**src/rtl/button_conditioner_pkg.sv**
```systemverilog
// button_conditioner_pkg: shared channel state type and 50 MHz default timings
package button_conditioner_pkg;
  typedef enum logic [1:0] {RELEASED, PRESS_PEND, PRESSED, RELEASE_PEND} btn_state_t;
  localparam int DEF_DEBOUNCE_CYCLES = 1_000_000;
  localparam int DEF_REPEAT_DELAY_CYCLES = 25_000_000;
  localparam int DEF_REPEAT_RATE_CYCLES = 5_000_000;
  localparam bit DEF_ACTIVE_LOW = 1'b1;
  function automatic int max_int(input int a, input int b);
    return a > b ? a : b;
  endfunction
endpackage

```
**src/rtl/button_conditioner_if.sv**
```systemverilog
// button_conditioner_if: pad inputs and conditioned button outputs
interface button_conditioner_if #(parameter int N_BTN = 4);
  logic [N_BTN-1:0] key_raw;
  logic [N_BTN-1:0] buttons_export;
  logic [N_BTN-1:0] press_pulse;
  logic [N_BTN-1:0] release_pulse;
  logic [N_BTN-1:0] repeat_pulse;
  modport master (output key_raw, input buttons_export, press_pulse, release_pulse, repeat_pulse);
  modport slave (input key_raw, output buttons_export, press_pulse, release_pulse, repeat_pulse);
endinterface

```
**src/rtl/button_conditioner_debounce_ch.sv**
```systemverilog
// btn_debounce_ch: one button channel (sync, debounce FSM, optional hold-to-repeat via BUTTON_CONDITIONER_REPEAT_EN)
module btn_debounce_ch
  import button_conditioner_pkg::*;
#(
  parameter int DEBOUNCE_CYCLES = DEF_DEBOUNCE_CYCLES,
  parameter int REPEAT_DELAY_CYCLES = DEF_REPEAT_DELAY_CYCLES,
  parameter int REPEAT_RATE_CYCLES = DEF_REPEAT_RATE_CYCLES
) (
  input  logic clk,
  input  logic rst,
  input  logic s_i,
  output logic level_o,
  output logic press_o,
  output logic release_o,
  output logic repeat_o
);
  localparam int CW = $clog2(DEBOUNCE_CYCLES + 1);
  localparam logic [CW-1:0] CNT_MAX = CW'(DEBOUNCE_CYCLES);
  if (DEBOUNCE_CYCLES < 2 || REPEAT_DELAY_CYCLES < 1 || REPEAT_RATE_CYCLES < 1) begin : g_bad_cfg
    $error("btn_debounce_ch: invalid cycle-count parameters");
  end
  logic [1:0] sync_q;
  btn_state_t state_q, state_d;
  logic [CW-1:0] cnt_q, cnt_d;
  logic press_q, press_d, release_q, release_d;
  logic s, lvl, pend, chg, done;
  assign s = sync_q[1];
  assign lvl = state_q inside {PRESSED, RELEASE_PEND};
  assign pend = state_q inside {PRESS_PEND, RELEASE_PEND};
  assign chg = s ^ lvl;
  assign done = pend && chg && cnt_q == CNT_MAX;
  // two-flop synchroniser; reset value is the released level
  always_ff @(posedge clk)
    if (rst) sync_q <= '0;
    else sync_q <= {sync_q[0], s_i};
  // debounce: a pending change must survive DEBOUNCE_CYCLES further samples before it is accepted
  always_comb begin
    state_d = !chg ? (lvl ? PRESSED : RELEASED) :
              done ? (lvl ? RELEASED : PRESSED) :
              !pend ? (lvl ? RELEASE_PEND : PRESS_PEND) : state_q;
    cnt_d = (!chg || done) ? '0 : pend ? cnt_q + CW'(1) : CW'(1);
    press_d = done && !lvl;
    release_d = done && lvl;
  end
  // channel state, debounce counter and event pulses
  always_ff @(posedge clk)
    if (rst) begin
      state_q <= RELEASED;
      cnt_q <= '0;
      press_q <= 1'b0;
      release_q <= 1'b0;
    end else begin
      state_q <= state_d;
      cnt_q <= cnt_d;
      press_q <= press_d;
      release_q <= release_d;
    end
  assign level_o = lvl;
  assign press_o = press_q;
  assign release_o = release_q;
`ifdef BUTTON_CONDITIONER_REPEAT_EN
  localparam int HW = $clog2(max_int(REPEAT_DELAY_CYCLES, REPEAT_RATE_CYCLES) + 1);
  logic [HW-1:0] hold_q, hold_d, hold_inc;
  logic started_q, started_d, rep_q, rep_d, running, due;
  // hold counter restarts on every entry to PRESSED and after each repeat; the release cycle wins over a due repeat
  always_comb begin
    running = lvl && !release_d && !(state_d == PRESSED && state_q != PRESSED);
    hold_inc = hold_q + HW'(1);
    due = hold_inc == (started_q ? HW'(REPEAT_RATE_CYCLES) : HW'(REPEAT_DELAY_CYCLES));
    rep_d = running && due;
    hold_d = (!running || due) ? '0 : hold_inc;
    started_d = running && (started_q || due);
  end
  // hold counter and repeat pulse registers
  always_ff @(posedge clk)
    if (rst) begin
      hold_q <= '0;
      started_q <= 1'b0;
      rep_q <= 1'b0;
    end else begin
      hold_q <= hold_d;
      started_q <= started_d;
      rep_q <= rep_d;
    end
  assign repeat_o = rep_q;
`else
  assign repeat_o = 1'b0;
`endif
endmodule

```
**src/rtl/button_conditioner.sv**
```systemverilog
// button_conditioner: per-button sync/debounce/edge pulses for the KEY pads (repeat via BUTTON_CONDITIONER_REPEAT_EN)
module button_conditioner
  import button_conditioner_pkg::*;
#(
  parameter int N_BTN = 4,
  parameter bit ACTIVE_LOW = DEF_ACTIVE_LOW,
  parameter int DEBOUNCE_CYCLES = DEF_DEBOUNCE_CYCLES,
  parameter int REPEAT_DELAY_CYCLES = DEF_REPEAT_DELAY_CYCLES,
  parameter int REPEAT_RATE_CYCLES = DEF_REPEAT_RATE_CYCLES
) (
  input logic clk_clk,
  input logic reset_reset,
  button_conditioner_if.slave io
);
  logic [N_BTN-1:0] s_raw, lvl, prs, rel, rep;
  assign s_raw = ACTIVE_LOW ? ~io.key_raw : io.key_raw;
  assign io.buttons_export = ACTIVE_LOW ? ~lvl : lvl;
  assign io.press_pulse = prs;
  assign io.release_pulse = rel;
  assign io.repeat_pulse = rep;
  for (genvar i = 0; i < N_BTN; i++) begin : g_ch
    btn_debounce_ch #(
      .DEBOUNCE_CYCLES(DEBOUNCE_CYCLES),
      .REPEAT_DELAY_CYCLES(REPEAT_DELAY_CYCLES),
      .REPEAT_RATE_CYCLES(REPEAT_RATE_CYCLES)
    ) u_ch (
      .clk(clk_clk),
      .rst(reset_reset),
      .s_i(s_raw[i]),
      .level_o(lvl[i]),
      .press_o(prs[i]),
      .release_o(rel[i]),
      .repeat_o(rep[i])
    );
  end
endmodule

```
**src/flat_wrapper.sv**
```systemverilog
// flat-port wrapper written by rule: the top's interface ports become plain ports
module button_conditioner_flat import button_conditioner_pkg::*;
#(
  parameter int N_BTN = 4,
  parameter bit ACTIVE_LOW = DEF_ACTIVE_LOW,
  parameter int DEBOUNCE_CYCLES = DEF_DEBOUNCE_CYCLES,
  parameter int REPEAT_DELAY_CYCLES = DEF_REPEAT_DELAY_CYCLES,
  parameter int REPEAT_RATE_CYCLES = DEF_REPEAT_RATE_CYCLES
)
  (clk_clk, reset_reset, io_key_raw, io_buttons_export, io_press_pulse, io_release_pulse, io_repeat_pulse);
  button_conditioner_if #(.N_BTN(N_BTN)) io_i ();
  input logic clk_clk;
  input logic reset_reset;
  input wire logic [$bits(io_i.key_raw)-1:0] io_key_raw;
  output wire logic [$bits(io_i.buttons_export)-1:0] io_buttons_export;
  output wire logic [$bits(io_i.press_pulse)-1:0] io_press_pulse;
  output wire logic [$bits(io_i.release_pulse)-1:0] io_release_pulse;
  output wire logic [$bits(io_i.repeat_pulse)-1:0] io_repeat_pulse;
  assign io_i.key_raw = io_key_raw;
  assign io_buttons_export = io_i.buttons_export;
  assign io_press_pulse = io_i.press_pulse;
  assign io_release_pulse = io_i.release_pulse;
  assign io_repeat_pulse = io_i.repeat_pulse;
  button_conditioner #(.N_BTN(N_BTN), .ACTIVE_LOW(ACTIVE_LOW), .DEBOUNCE_CYCLES(DEBOUNCE_CYCLES), .REPEAT_DELAY_CYCLES(REPEAT_DELAY_CYCLES), .REPEAT_RATE_CYCLES(REPEAT_RATE_CYCLES)) u_core (.clk_clk(clk_clk), .reset_reset(reset_reset), .io(io_i));
endmodule
```
**config.mk**
```make
export PLATFORM = sky130hd
export DESIGN_NAME = button_conditioner_flat
export DESIGN_NICKNAME = d
export VERILOG_FILES = /design/src/rtl/button_conditioner_pkg.sv /design/src/rtl/button_conditioner_if.sv /design/src/rtl/button_conditioner_debounce_ch.sv /design/src/rtl/button_conditioner.sv /design/src/flat_wrapper.sv
export SDC_FILE = /design/constraint.sdc
export NUM_CORES = 1
export LEC_CHECK = 0
export ABC_AREA = 1
export CORE_MARGIN = 8
export CORE_UTILIZATION = 60
export DETAILED_ROUTE_END_ITERATION = 7
export PLACE_DENSITY_LB_ADDON = 0.2
export SLEW_MARGIN = 20
export SYNTH_ARGS = -nofsm -noshare
export SYNTH_HDL_FRONTEND = slang
export SYNTH_SLANG_ARGS = --single-unit
```
**constraint.sdc**
```tcl
create_clock -name clk_clk -period 1.72 [get_ports clk_clk]
set_clock_uncertainty 0.1 [all_clocks]
set_input_delay 0.258 -clock clk_clk [delete_from_list [all_inputs] [get_ports clk_clk]]
set_output_delay 0.258 -clock clk_clk [all_outputs]
set_load 0.02 [all_outputs]
```
==> results of run 1 <==
==> through the flow <==
step / power, W / area (um2) / worst slack, ps
final: 0.00426 / 5890 / 72.0
after global routing: 0.00441 / 5890 / 6.39
after CTS: 0.00430 / 5860 / 18.5
after detailed placement: 0.00255 / 5630 / 46.0
after global placement: 0.00255 / 5630 / 97.4
after floorplan: 0.00253 / 5440 / 276
==> synthesized netlist by cell type (2+ instances only) <==
cell type,number,share of area (%)
nor2_1,162,11
a21oi_2,6,0.97
dfxtp_1,104,38
nand3b_1,12,1.7
a21oi_1,27,2.5
xnor2_1,11,1.8
nor3b_1,3,0.42
nand4_1,24,2.8
nand3_1,37,3.4
buf_6,4,0.83
inv_1,93,6.4
nand2_2,5,0.58
buf_4,12,1.7
inv_2,3,0.21
nand3_2,7,1.3
xor2_1,22,3.6
nor3_1,12,1.1
nand2_4,2,0.42
o21ai_0,9,0.83
nor2_4,3,0.62
nand3_4,2,0.65
nor2_2,23,2.7
buf_2,2,0.18
nor4_1,2,0.23
nand2_1,178,12
ha_1,8,1.8
==> metal layers <==
metal	GRT usage (%)	vias to the layer above	routed length [um]
li1	-	2468	-
met1	22.6	2172	5140
met2	30.5	143	5390
met3	4.87	17	580
met4	6.13	0	142
met5	0	-	0
==> worst max-delay path by stage <==
stage / start / endpoint / slack, ps / cells after the start
after global placement: reset_reset / u_core.g_ch[1].u_ch.cnt_q[3]$_SDFF_PP0_ / 100 / 5
after CTS: u_core.g_ch[1].u_ch.release_o$_SDFF_PP0_ / io_release_pulse[1] / 20 / 1
final: u_core.g_ch[3].u_ch.press_o$_SDFF_PP0_ / io_press_pulse[3] / 70 / 1
after floorplan: u_core.g_ch[3].u_ch.cnt_q[0]$_SDFF_PP0_ / u_core.g_ch[3].u_ch.cnt_q[16]$_SDFF_PP0_ / 280 / 10
after global routing: u_core.g_ch[3].u_ch.cnt_q[0]$_SDFF_PP0_ / u_core.g_ch[3].u_ch.cnt_q[14]$_SDFF_PP0_ / 6 / 8
after detailed placement: reset_reset / u_core.g_ch[0].u_ch.cnt_q[12]$_SDFF_PP0_ / 50 / 5
==> layout by cell type, fill, tap and decap left out, types with 2 or more instances in the layout <==
master / instances
bufinv_16: 2
inv_8: 2
clkdlybuf4s50_1: 10
nand3_4: 2
nor2_4: 4
dfxtp_1: 102
dfxtp_2: 2
clkbuf_8: 10
nor3_1: 11
a21oi_1: 27
o21ai_0: 9
xnor2_1: 11
dlygate4sd2_1: 5
buf_4: 2
nor4_1: 2
nand3_2: 7
a21oi_2: 6
conb_1: 4
inv_2: 3
nand2_1: 178
dlymetal6s2s_1: 2
ha_1: 7
inv_1: 93
nor2_1: 161
xor2_1: 22
nor2_2: 23
nand2_2: 5
nor3b_1: 3
nand4_1: 24
nand3b_1: 12
nand3_1: 37
==> sequential cells by signal (all words and copies together), names as in the netlist <==
signal and flops:
u_core.g_ch.u_ch.release_o 4, u_core.g_ch.u_ch.state_q 8, u_core.g_ch.u_ch.sync_q 8, u_core.g_ch.u_ch.cnt_q 80, u_core.g_ch.u_ch.press_o 4
==> logic make-up (layout without fill, tap and decap cells) <==
kind of cell / Yosys count / in the layout / share of synthesized area, %
AND/OR/NAND/NOR: 478 / 478 / 40.4
adder cells (fa/ha/maj): 8 / 8 / 1.85
AO/OA/AOI/OAI: 44 / 44 / 4.54
other: 1 / 4 / 0.0691
flip-flops: 104 / 104 / 38.4
buffers and inverters: 115 / 132 / 9.39
XOR/XNOR: 33 / 33 / 5.33
==> power breakdown <==
group	internal, W	leakage, nW	switching [W]
combinational	0.0000258	1.02	0.0000353
sequential	0.00242	0.841	0.0000107
clock	0.000883	0.117	0.000889
total	0.00333	1.98	0.000935
==> layout make-up <==
cell class / instances / area [um2] / share of cell area [%]
tap: 108 / 135 / 2.29
multi-input combinational: 567 / 2870 / 48.8
sequential: 104 / 2080 / 35.4
timing repair buffer: 20 / 204 / 3.46
clock buffer: 10 / 138 / 2.33
clock inverter: 6 / 98.8 / 1.68
inverter: 96 / 360 / 6.11
==> timing repair <==
action | 4_1_cts | 5_1_grt
setup endpoints to repair | 5 | 9
pin swaps | 0 | 0
gates resized for setup | 5 | 10
==> results by group, run 1 <==
Worst hold path
  • Worst hold path startpoint: u_core.g_ch[2].u_ch.sync_q[0]$_SDFF_PP0_
  • Worst hold path class: reg2reg
  • Worst hold endpoint: u_core.g_ch[2].u_ch.sync_q[1]$_SDFF_PP0_
  • Hold Crit Depth: 2

Setup path
  • CP arrival: 1290 ps
  • Worst r2r src: u_core.g_ch[3].u_ch.cnt_q[0]$_SDFF_PP0_
  • Largest stage delay, worst path: 600 ps
  • CP Launch Type: register
  • Worst-case reg-to-reg path depth: 8
  • CP bufs+invs: 1
  • R2R setup slack: 140 ps
  • R2R Path End: u_core.g_ch[3].u_ch.cnt_q[14]$_SDFF_PP0_
  • Critical path class: reg2out
  • Crit-path cells: clkdlybuf4s50_1
  • Critical-path top delay cell: clkdlybuf4s50_1
  • Kind of end point of the critical path: output port
  • Critical path data required time: 1360 ps
  • Delay-heaviest family, CP: buffers and inverters
  • CP max FO: 1

CTS
  • Max Buffers Root-to-Sink: 2
  • Sink Count: 104
  • Cts hold-fix bufs: 0
  • Clock root cell: clkbuf_8
  • Clock-pin slew on the worst setup and hold paths: 100 ps
  • Clock Latency Late Sink: 380 ps
  • H-tree Lvls: 3
  • Setup repair bufs after CTS: 0
  • Total CTS buffers: 9
  • CTS tree: done

Place
  • Routability cong.: 0.944
  • Placed cell count: 895
  • HPWL after DPL: 8320 um
  • Port buffer count: 17

Synthesis
  • FF+latch count, synth: 104
  • Post-Syn Instances: 783
  • Number of synthesized flops with an enable pin: 0
  • Post-synth top flop: dfxtp_1
  • Synthesized area: 0.00542 mm2
  • Sequential-to-total area share from yosys stat: 38.4%
  • Post-synthesis cell type count: 36
  • Synth async-reset ratio: 0%
  • Warnings from Yosys: 0
  • Avg Synthesized Cell Area: 6.93 um2

Final layout
  • Post-layout nets: 812
  • Fill count: 763
  • Ant diodes: 0
  • P&R area growth vs syn: 8.67%
  • Final core utilization: 67.3%
  • Share of layout cells above drive strength 1: 9.84%
  • Layout Cells excl Fill: 911

Pwr
  • Leak: 1.98 nW
  • Max VDD drop: 0.000437 V
  • PD cells: 723 mW/mm2

Die
  • Die X: 111 um
  • Initial Utilization: 61.9%
  • Die area: 0.0123 mm2
  • Row count: 34
  • Die height: 111 um
  • Core Area: 0.00876 mm2
  • Number of top-level pins: 22

Detailed routing
  • Detailed Route WL: 11300 um
  • First-iteration detailed-routing DRC count: 271
  • Post-DRT Antenna Nets: 0
  • Vias: 4800
  • Vias per inst: 5.27
  • Post-route DRC violation count: 0
  • DR WL/cell: 12.4 um
  • DR pass1 iterations: 4

STA
  • Setup violations, final: 0
  • Slew Limit Fails: 0
  • Hold Fails Final Rpt: 0
  • Final Cycle Share: 95.8%
  • Hold Worst Slack: 307 ps
  • RSZ-0062 raised after global routing: no
  • Post-layout min period: 1650 ps
  • F_max: 0.607 GHz
  • Fin Setup TNS: 0 ps

Outcome
  • Status: finished clean

Global routing
  • Initial antenna violation count: 0
  • GRT Total Usage: 18.4%
  • First-pass GRT wire length: 19800 um
  • Largest net degree at the start of global routing: 20
  • Vias in the first global route: 4561
  • Grt total ovfl: 0

Flow run
  • Max cap viols: 0
(Power assumes the default switching activity.)
==> run 2, diff against run 1 <==
--- a/config.mk
+++ b/config.mk
@@ -7,8 +7,9 @@
 export LEC_CHECK = 0
 export ABC_AREA = 1
 export CORE_MARGIN = 8
-export CORE_UTILIZATION = 60
+export CORE_UTILIZATION = 55
 export DETAILED_ROUTE_END_ITERATION = 7
+export GPL_TIMING_DRIVEN = 0
 export PLACE_DENSITY_LB_ADDON = 0.2
 export SLEW_MARGIN = 20
 export SYNTH_ARGS = -nofsm -noshare
==> constraint.sdc (replaced) <==
create_clock -name clk_clk -period 1.4 [get_ports clk_clk]
set_clock_uncertainty 0.1 [all_clocks]
set_input_delay 0.21 -clock clk_clk [delete_from_list [all_inputs] [get_ports clk_clk]]
set_output_delay 0.21 -clock clk_clk [all_outputs]
set_load 0.02 [all_outputs]
==> results by group, run 2 (synthesis gave the netlist of run 1 again) <==
Die
  • Die area: 0.0133 mm2 (was 0.0123 mm2)
  • Core Area: 0.00968 mm2 (was 0.00876 mm2)
  • Die height: 115 um (was 111 um)
  • Number of top-level pins: 22 (unchanged)
  • Initial Utilization: 56.0% (was 61.9%)
  • Die X: 115 um (was 111 um)
  • Row count: 36 (was 34)

STA
  • Worst slew pin tran: 588 ps
  • Hold Fails Final Rpt: 0 (unchanged)
  • Slew headroom: 60.8%
  • RSZ-0062 raised after global routing: yes (was no)
  • Setup violations, final: 60 (was 0)
  • Slew Limit Fails: 0 (unchanged)
  • PnR worst setup slack: -111 ps (was 72.0 ps)
  • Final Cycle Share: 108%
  • Hold Worst Slack: 258 ps (was 307 ps)
  • F_max: 0.662 GHz
  • Post-layout min period: 1510 ps

Final layout
  • Largest register FFs: 80 (unchanged)
  • Commonest cells after routing, fill and taps aside: 152 x nand2_1, 106 x nor2_1, 76 x inv_1, 48 x dfxtp_1, 47 x nor2_2 (was 178 x nand2_1, 161 x nor2_1, 102 x dfxtp_1, 93 x inv_1, 37 x nand3_1)
  • P&R area growth vs syn: 33.6% (was 8.67%)
  • Share of layout cells above drive strength 1: 40.2% (was 9.84%)
  • Largest Register: u_core.g_ch.u_ch.cnt_q (unchanged)
  • Ant diodes: 0 (unchanged)
  • Commonest non-fill, non-tap cell in the layout: nand2_1 (unchanged)
  • Post-layout nets: 868 (was 812)
  • Regs by FF count: u_core.g_ch.u_ch.cnt_q: 80 flops, u_core.g_ch.u_ch.state_q: 8 flops, u_core.g_ch.u_ch.sync_q: 8 flops (unchanged)

CTS
  • Clock root cell: clkbuf_8 (unchanged)
  • Max Buffers Root-to-Sink: 2 (unchanged)
  • CTS tree: done (unchanged)
  • H-tree Lvls: 3 (unchanged)
  • Total CTS buffers: 9 (unchanged)
  • Clock Latency Late Sink: 390 ps (was 380 ps)
  • Clock-pin slew on the worst setup and hold paths: 110 ps (was 100 ps)
  • Cts hold-fix bufs: 0 (unchanged)
  • Sink Count: 104 (unchanged)

Setup path
  • CP max FO: 4 (was 1)
  • R2R Path End: u_core.g_ch[3].u_ch.cnt_q[16]$_SDFF_PP0_ (was u_core.g_ch[3].u_ch.cnt_q[14]$_SDFF_PP0_)
  • Critical path data required time: 1590 ps (was 1360 ps)
  • CP Launch Type: register (unchanged)
  • Crit-path cells: nor2_2, nand2_1, nor2_1, nand3_4, nand2_4, buf_6, inv_2, nand2_1, inv_1 (was clkdlybuf4s50_1)
  • Critical-path top delay cell: dfxtp_2 (was clkdlybuf4s50_1)
  • Worst r2r src: u_core.g_ch[3].u_ch.cnt_q[12]$_SDFF_PP0_ (was u_core.g_ch[3].u_ch.cnt_q[0]$_SDFF_PP0_)
  • Critical path class: reg2reg (was reg2out)
  • Largest stage delay, worst path: 370 ps (was 600 ps)
  • Crit-path most repeated cell: nand2_1
  • R2R setup slack: -110 ps (was 140 ps)
  • Worst-case reg-to-reg path depth: 9 (was 8)
  • CP arrival: 1700 ps (was 1290 ps)
  • Kind of end point of the critical path: register (was output port)

Pwr
  • Logic gate share of total power: 2.0% (was 1.4%)
  • Cell Int Power: 0.00400 W (was 0.00333 W)
  • PD cells: 710 mW/mm2 (was 723 mW/mm2)
  • Share of power burned in registers: 57.7% (was 57.0%)
  • P_sw: 0.00114 W (was 0.000935 W)
  • Max VDD drop: 0.000696 V (was 0.000437 V)
  • Pwr Total: 0.00514 W (was 0.00426 W)
  • Clk pwr share: 40.2% (was 41.5%)
  • Sw Ratio: 22.2% (was 21.9%)
  • Leak: 2.48 nW (was 1.98 nW)

Outcome
  • Failing checks: setup timing
  • Status: complete, but fails checks (was finished clean)

Global routing
  • First-pass GRT wire length: 21700 um (was 19800 um)
  • Grt total ovfl: 0 (unchanged)
  • Largest net degree at the start of global routing: 17 (was 20)
  • GRT Total Usage: 20.2% (was 18.4%)
  • Vias in the first global route: 4807 (was 4561)
  • Initial antenna violation count: 0 (unchanged)

Worst hold path
  • Worst hold path startpoint: io_key_raw[3] (was u_core.g_ch[2].u_ch.sync_q[0]$_SDFF_PP0_)
  • Worst hold path class: in2reg (was reg2reg)
  • Hold Crit Depth: 2 (unchanged)
  • Worst hold endpoint: u_core.g_ch[3].u_ch.sync_q[0]$_SDFF_PP0_ (was u_core.g_ch[2].u_ch.sync_q[1]$_SDFF_PP0_)

Detailed routing
  • Post-route DRC violation count: 0 (unchanged)
  • Detailed Route WL: 14500 um (was 11300 um)
  • Vias per inst: 5.28 (was 5.27)
  • DR WL/cell: 14.6 um (was 12.4 um)
  • Post-DRT Antenna Nets: 0 (unchanged)
  • DR pass1 iterations: 5 (was 4)
  • Vias: 5241 (was 4800)
  • First-iteration detailed-routing DRC count: 352 (was 271)

Flow run
  • Max cap viols: 0 (unchanged)

Place
  • Port buffer count: 16 (was 17)
  • HPWL after DPL: 8640 um (was 8320 um)
  • Routability cong.: 0.893 (was 0.944)
-- run 2: worst max-delay path by stage --
stage / start / end / slack (ps) / cells after the start
after global placement: u_core.g_ch[2].u_ch.cnt_q[0]$_SDFF_PP0_ / u_core.g_ch[2].u_ch.cnt_q[16]$_SDFF_PP0_ / -240 / 7
final: u_core.g_ch[3].u_ch.cnt_q[12]$_SDFF_PP0_ / u_core.g_ch[3].u_ch.cnt_q[16]$_SDFF_PP0_ / -110 / 9
after CTS: u_core.g_ch[3].u_ch.cnt_q[0]$_SDFF_PP0_ / u_core.g_ch[3].u_ch.cnt_q[2]$_SDFF_PP0_ / -40 / 9
after floorplan: u_core.g_ch[2].u_ch.cnt_q[0]$_SDFF_PP0_ / u_core.g_ch[2].u_ch.cnt_q[16]$_SDFF_PP0_ / 9 / 7
after detailed placement: u_core.g_ch[2].u_ch.cnt_q[0]$_SDFF_PP0_ / u_core.g_ch[2].u_ch.cnt_q[16]$_SDFF_PP0_ / -240 / 7
after global routing: u_core.g_ch[3].u_ch.cnt_q[12]$_SDFF_PP0_ / u_core.g_ch[3].u_ch.cnt_q[16]$_SDFF_PP0_ / -190 / 9
-- run 2: power by group through the flow --
stage               clock, W  sequential (W)  combinational (W)
global route         0.00223         0.00297           0.000113
floorplan                  0         0.00305          0.0000557
detailed placement         0         0.00305          0.0000803
CTS                  0.00210         0.00298          0.0000922
global placement           0         0.00305          0.0000779
finish               0.00207         0.00297           0.000103
-- run 2: repair_timing --
item / CTS / global route
pin swaps: 26 / 63
endpoints found under the setup margin: 79 / 98
gates resized for setup: 133 / 220
buffers inserted: 27 / 14
cloned: 3 / 1
-- run 2: metal layers --
layer	up-vias	GRT usage, %	wire (um)
met1	2462	23.3	6040
met2	150	35.2	7390
li1	2580	-	-
met4	0	6.83	405
met3	49	5.41	620
met5	-	0	0
-- run 2: through the flow --
step	utilization (%)	area, um2	TNS, ps	setup slack [ps]	cells
after global placement	59.6	5770	-5990	-237	935
final	74.8	7250	-2870	-111	992
after detailed placement	59.6	5770	-7760	-237	935
after global routing	74.8	7250	-8680	-190	992
after CTS	67.3	6520	-1070	-40.0	981
after floorplan	-	5440	0	9.14	786
-- run 2: final cells by class --
type	count	area, um2
Buffer	18	148
Clock buffer	10	128
Clock inverter	6	83.8
Fill cell	716	2440
Inverter	96	375
Multi-Input combinational cell	567	3630
Sequential cell	104	2180
Tap cell	133	166
Timing Repair Buffer	58	536
-- run 2: critical path: cells and delay by family, from the launching register on --
kind                   cells  cell delay [ps]
buffers and inverters      3              200
flip-flops                 1              370
AND/OR/NAND/NOR            6              730
==> RTL edit 1, RTL diff (config.mk and constraints of run 1) <==
Build with the macro `BUTTON_CONDITIONER_REPEAT_EN` defined.
--- a/src/rtl/button_conditioner_debounce_ch.sv
+++ b/src/rtl/button_conditioner_debounce_ch.sv
@@ -1,4 +1,6 @@
 // btn_debounce_ch: one button channel (sync, debounce FSM, optional hold-to-repeat via BUTTON_CONDITIONER_REPEAT_EN)
+`define BUTTON_CONDITIONER_REPEAT_EN
+
 module btn_debounce_ch
   import button_conditioner_pkg::*;
 #(
Function: same outputs for any inputs over 10 cycles, from zero or initial values and one cycle with reset_reset high; that may be too few to reach the edited logic, so the function may still have changed.
==> RTL edit 1 against run 1 <==
The flow now stops in 5_1_grt. Area after synthesis is 100% higher.
==> RTL edit 1: results (changes against run 1) <==
* Status: aborted with a tool error
* Last stage: 5_1_grt
* Tool error: [ERROR DPL-0038] Utilization greater than 100%, impossible to legalize
* Distinct cells, synth at 37 (+2.8%)
* Root Driver: clkbuf_16
* Placed wire-length estimate at 20.10 mm (+140%)
* Clock sinks at 212 (+100%)
* Mux contribution to synthesized area at 0 (unchanged)
* GP Congestion at 0.8717 (-7.7%)
* CTS buffer count at 23 (+14)
* CTS max path bufs at 3 (+1)
* Place WS at -0.5517 ns (-0.5977 ns)
* Synthesized net count at 1673
* Synth Flop Type: dfxtp_1
* Worst_ep grt: u_core.g_ch[1].u_ch.hold_q[24]$_SDFF_PP0_/D
* Post-synthesis compound-gate area fraction at 0.03283 (-0.01261)
* Xor/xnor share of the synthesized area at 0.05010 (-0.003185)
* Synth Area in Adders at 0.01818 (-0.0002768)
* Synth async-reset ratio at 0 (unchanged)
* Pin count of the biggest net entering global routing at 20
* Register area share after synthesis at 0.3854 (+0.001515)
* Rows at 49 (+44%)
* Port bufs at 21 (+4)
* Worst endpoint type: sequential cell input
* CTS H-Tree Depth at 1 (-2)
* Total of warnings raised by yosys at 0 (unchanged)
* Most frequent cells after synthesis: nand2_1 (421), nor2_1 (334), inv_1 (223)
* Area contributors post-synth: dfxtp_1 (39%), nand2_1 (14%), nor2_1 (11%)
RTL edit 1: what timing repair did:
action	4_1_cts
endpoints found under the hold margin	0
gates cloned	9
pin swaps	106
buffers inserted	45
setup endpoints to repair	200
resized for setup	247
RTL edit 1: per-stage QoR:
stage	instances	instance area [um2]	setup TNS [ns]
CTS	2272	15870	-45.44
detailed placement	2182	13840	-57.95
global placement	2182	13840	-48.22
floorplan	1651	11210	-19.01
RTL edit 1: kinds of logic after synthesis:
family	Yosys count
buf+inv	250
xor+xnor	63
simple gates	1046
compound gates	64
fa+ha+maj	16
flops	212
==> RTL edit 2, RTL diff (settings of run 1) <==
Without the edit above. `N_BTN` is set to 4 in 3 places; all go to 3.
--- a/src/rtl/button_conditioner_if.sv
+++ b/src/rtl/button_conditioner_if.sv
@@ -1,5 +1,5 @@
 // button_conditioner_if: pad inputs and conditioned button outputs
-interface button_conditioner_if #(parameter int N_BTN = 4);
+interface button_conditioner_if #(parameter int N_BTN = 3);
   logic [N_BTN-1:0] key_raw;
   logic [N_BTN-1:0] buttons_export;
   logic [N_BTN-1:0] press_pulse;
--- a/src/rtl/button_conditioner.sv
+++ b/src/rtl/button_conditioner.sv
@@ -2,7 +2,7 @@
 module button_conditioner
   import button_conditioner_pkg::*;
 #(
-  parameter int N_BTN = 4,
+  parameter int N_BTN = 3,
   parameter bit ACTIVE_LOW = DEF_ACTIVE_LOW,
   parameter int DEBOUNCE_CYCLES = DEF_DEBOUNCE_CYCLES,
   parameter int REPEAT_DELAY_CYCLES = DEF_REPEAT_DELAY_CYCLES,
--- a/src/flat_wrapper.sv
+++ b/src/flat_wrapper.sv
@@ -1,7 +1,7 @@
 // flat-port wrapper written by rule: the top's interface ports become plain ports
 module button_conditioner_flat import button_conditioner_pkg::*;
 #(
-  parameter int N_BTN = 4,
+  parameter int N_BTN = 3,
   parameter bit ACTIVE_LOW = DEF_ACTIVE_LOW,
   parameter int DEBOUNCE_CYCLES = DEF_DEBOUNCE_CYCLES,
   parameter int REPEAT_DELAY_CYCLES = DEF_REPEAT_DELAY_CYCLES,
Ports: changed (5 resized); port bits go from 22 to 17. No check against the original RTL was run, so the function may have changed too.
==> RTL edit 2 against run 1 <==
Final area is 25% lower. Global-route usage is 0.47 points lower. Area after synthesis decreased by 26%. First-iteration DRC count fell by 40%. Routed wire length shrank 27%. Utilization shrank 0.99 points. Count of clock-buffer cells in the layout decreased by 1. Sequential power shrank 25%. Sequential cell count fell by 26. Hold slack improved by 0.0018 ns. Power is 26% lower. Setup slack improved by 0.011 ns. Maximum frequency rose by 0.66%. Critical path type unchanged. Largest power group unchanged.
==> RTL edit 2: results (changes against run 1) <==
* First-pass GRT wire length at 14.32 mm (-28%)
* Reg2reg start: u_core.g_ch[2].u_ch.cnt_q[0]$_SDFF_PP0_
* Peak supply drop at 0.4422 mV (+1.3%)
* Non-clk bufs at 21 (+5.0%)
* Detail Route met2 WL at 4.133 mm (-23%)
* Seq area share at 0.3552 (+0.001574)
* Multi-input gates at 427 (-25%)
* Gr usage total at 0.1795 (-0.004659)
* Rows at 30 (-12%)
* Placed wire-length estimate at 6.303 mm (-24%)
* Pin count of the biggest net entering global routing at 20 (unchanged)
* Top flop regs: u_core.g_ch.u_ch.cnt_q x60, u_core.g_ch.u_ch.state_q x6, u_core.g_ch.u_ch.sync_q x6
* Later-pin clock latency in the skew report at 0.35 ns (-0.03 ns)
* Signal buffers share of area at 0.04234 (+0.007742)
* Inverters, non-clock at 62 (-35%)
* Routed wl met3 at 172 um (-70%)
* Num sequential at 78 (-25%)
* Routed length on met1 at 3.702 mm (-28%)
* Root Driver: clkbuf_8
* Multi-input gate area at 2133 um2 (-26%)
* Fillers at 587 (-23%)
* Register area share after synthesis at 0.3877 (+0.003846)
* Hold WC Path Type: flop to flop
* Finished Layout Cells at 684 (-25%)
* Layout cells sized above 1 at 0.1126 (+0.01420)
* Area contributors post-synth: dfxtp_1 (39%), nand2_1 (13%), nor2_1 (12%)
* Port bufs at 13 (-4)
* Final #Nets at 610 (-25%)
* Post-synthesis compound-gate area fraction at 0.04691 (+0.001465)
* Ant diodes at 0 (unchanged)
* WL/cell at 12.04 um (-2.6%)
* Met2 Use GR at 0.3303 (+0.02550)
* FF-to-FF path depth at 9 (+1)
* Cell area after placement at 4204 um2 (-25%)
* Status: finished, final reports clean
* Avg Inst Size Synth at 6.956 um2 (+0.42%)
* Place WS at -0.02424 ns (-0.07022 ns)
* Initial drt markers at 162 (-40%)
* Layout Utilization at 0.6627 (-0.009904)
* Pleak at 1.389 nW (-30%)
* Critical Path Fanout Max at 1 (unchanged)
* Met3 Usage GRT at 0.02916 (-0.01954)
* Worst hold margin at 0.3084 ns (+0.001846 ns)
* Xor/xnor share of the synthesized area at 0.05436 (+0.001078)
* Largest register FFs at 60 (-25%)
* Critical R2R Capture: u_core.g_ch[2].u_ch.cnt_q[2]$_SDFF_PP0_
* Post_cts resized at 3 (-2)
* M1 GR Usage at 0.1946 (-0.03148)
* R2R Setup Slk at 0.15 ns
* Fmax achieved at 610.8 MHz (+0.66%)
* Vias per cell at 5.110 (-3.0%)
* Distinct cells, synth at 33 (-8.3%)
* Crit path from: u_core.g_ch[1].u_ch.release_o$_SDFF_PP0_
* Number of global-route vias before repair at 3353 (-26%)
* Layout clock area frac at 0.04234 (+0.002223)
* Placed Instances at 668 (-25%)
* CP Capture Point: io_release_pulse[1]
* GP Congestion at 0.8929 (-5.4%)
* Most frequent cells after synthesis: nand2_1 (139), nor2_1 (130), dfxtp_1 (78)
* Synth Area in Adders at 0.01864 (+0.0001849)
-- RTL edit 2: cell types whose count changed in the layout (fill, tap and decap cells not counted), moves of 6 or more --
| cell | run 1 | this run |
|---|---|---|
| a21oi_1 | 27 | 21 |
| nand3b_1 | 12 | 2 |
| inv_1 | 93 | 59 |
| nor2_2 | 23 | 16 |
| nand2_1 | 178 | 139 |
| dfxtp_1 | 102 | 76 |
| nor2_1 | 161 | 130 |
| buf_4 | 2 | 8 |
| xor2_1 | 22 | 15 |
| nand3_1 | 37 | 15 |
-- RTL edit 2: power breakdown --
| group | switching, mW | total, mW | leakage [nW] | internal (mW) |
|---|---|---|---|---|
| clock | 0.746 | 1.30 | 0.0927 | 0.554 |
| sequential | 0.00719 | 1.82 | 0.631 | 1.81 |
| combinational | 0.0307 | 0.0531 | 0.666 | 0.0224 |
-- RTL edit 2: tightest hold or removal path, cell delays in order, from the launching register on --
cell and delay (ns):
dfxtp_1 0.31, inv_1 0.04, nor2_1 0.03
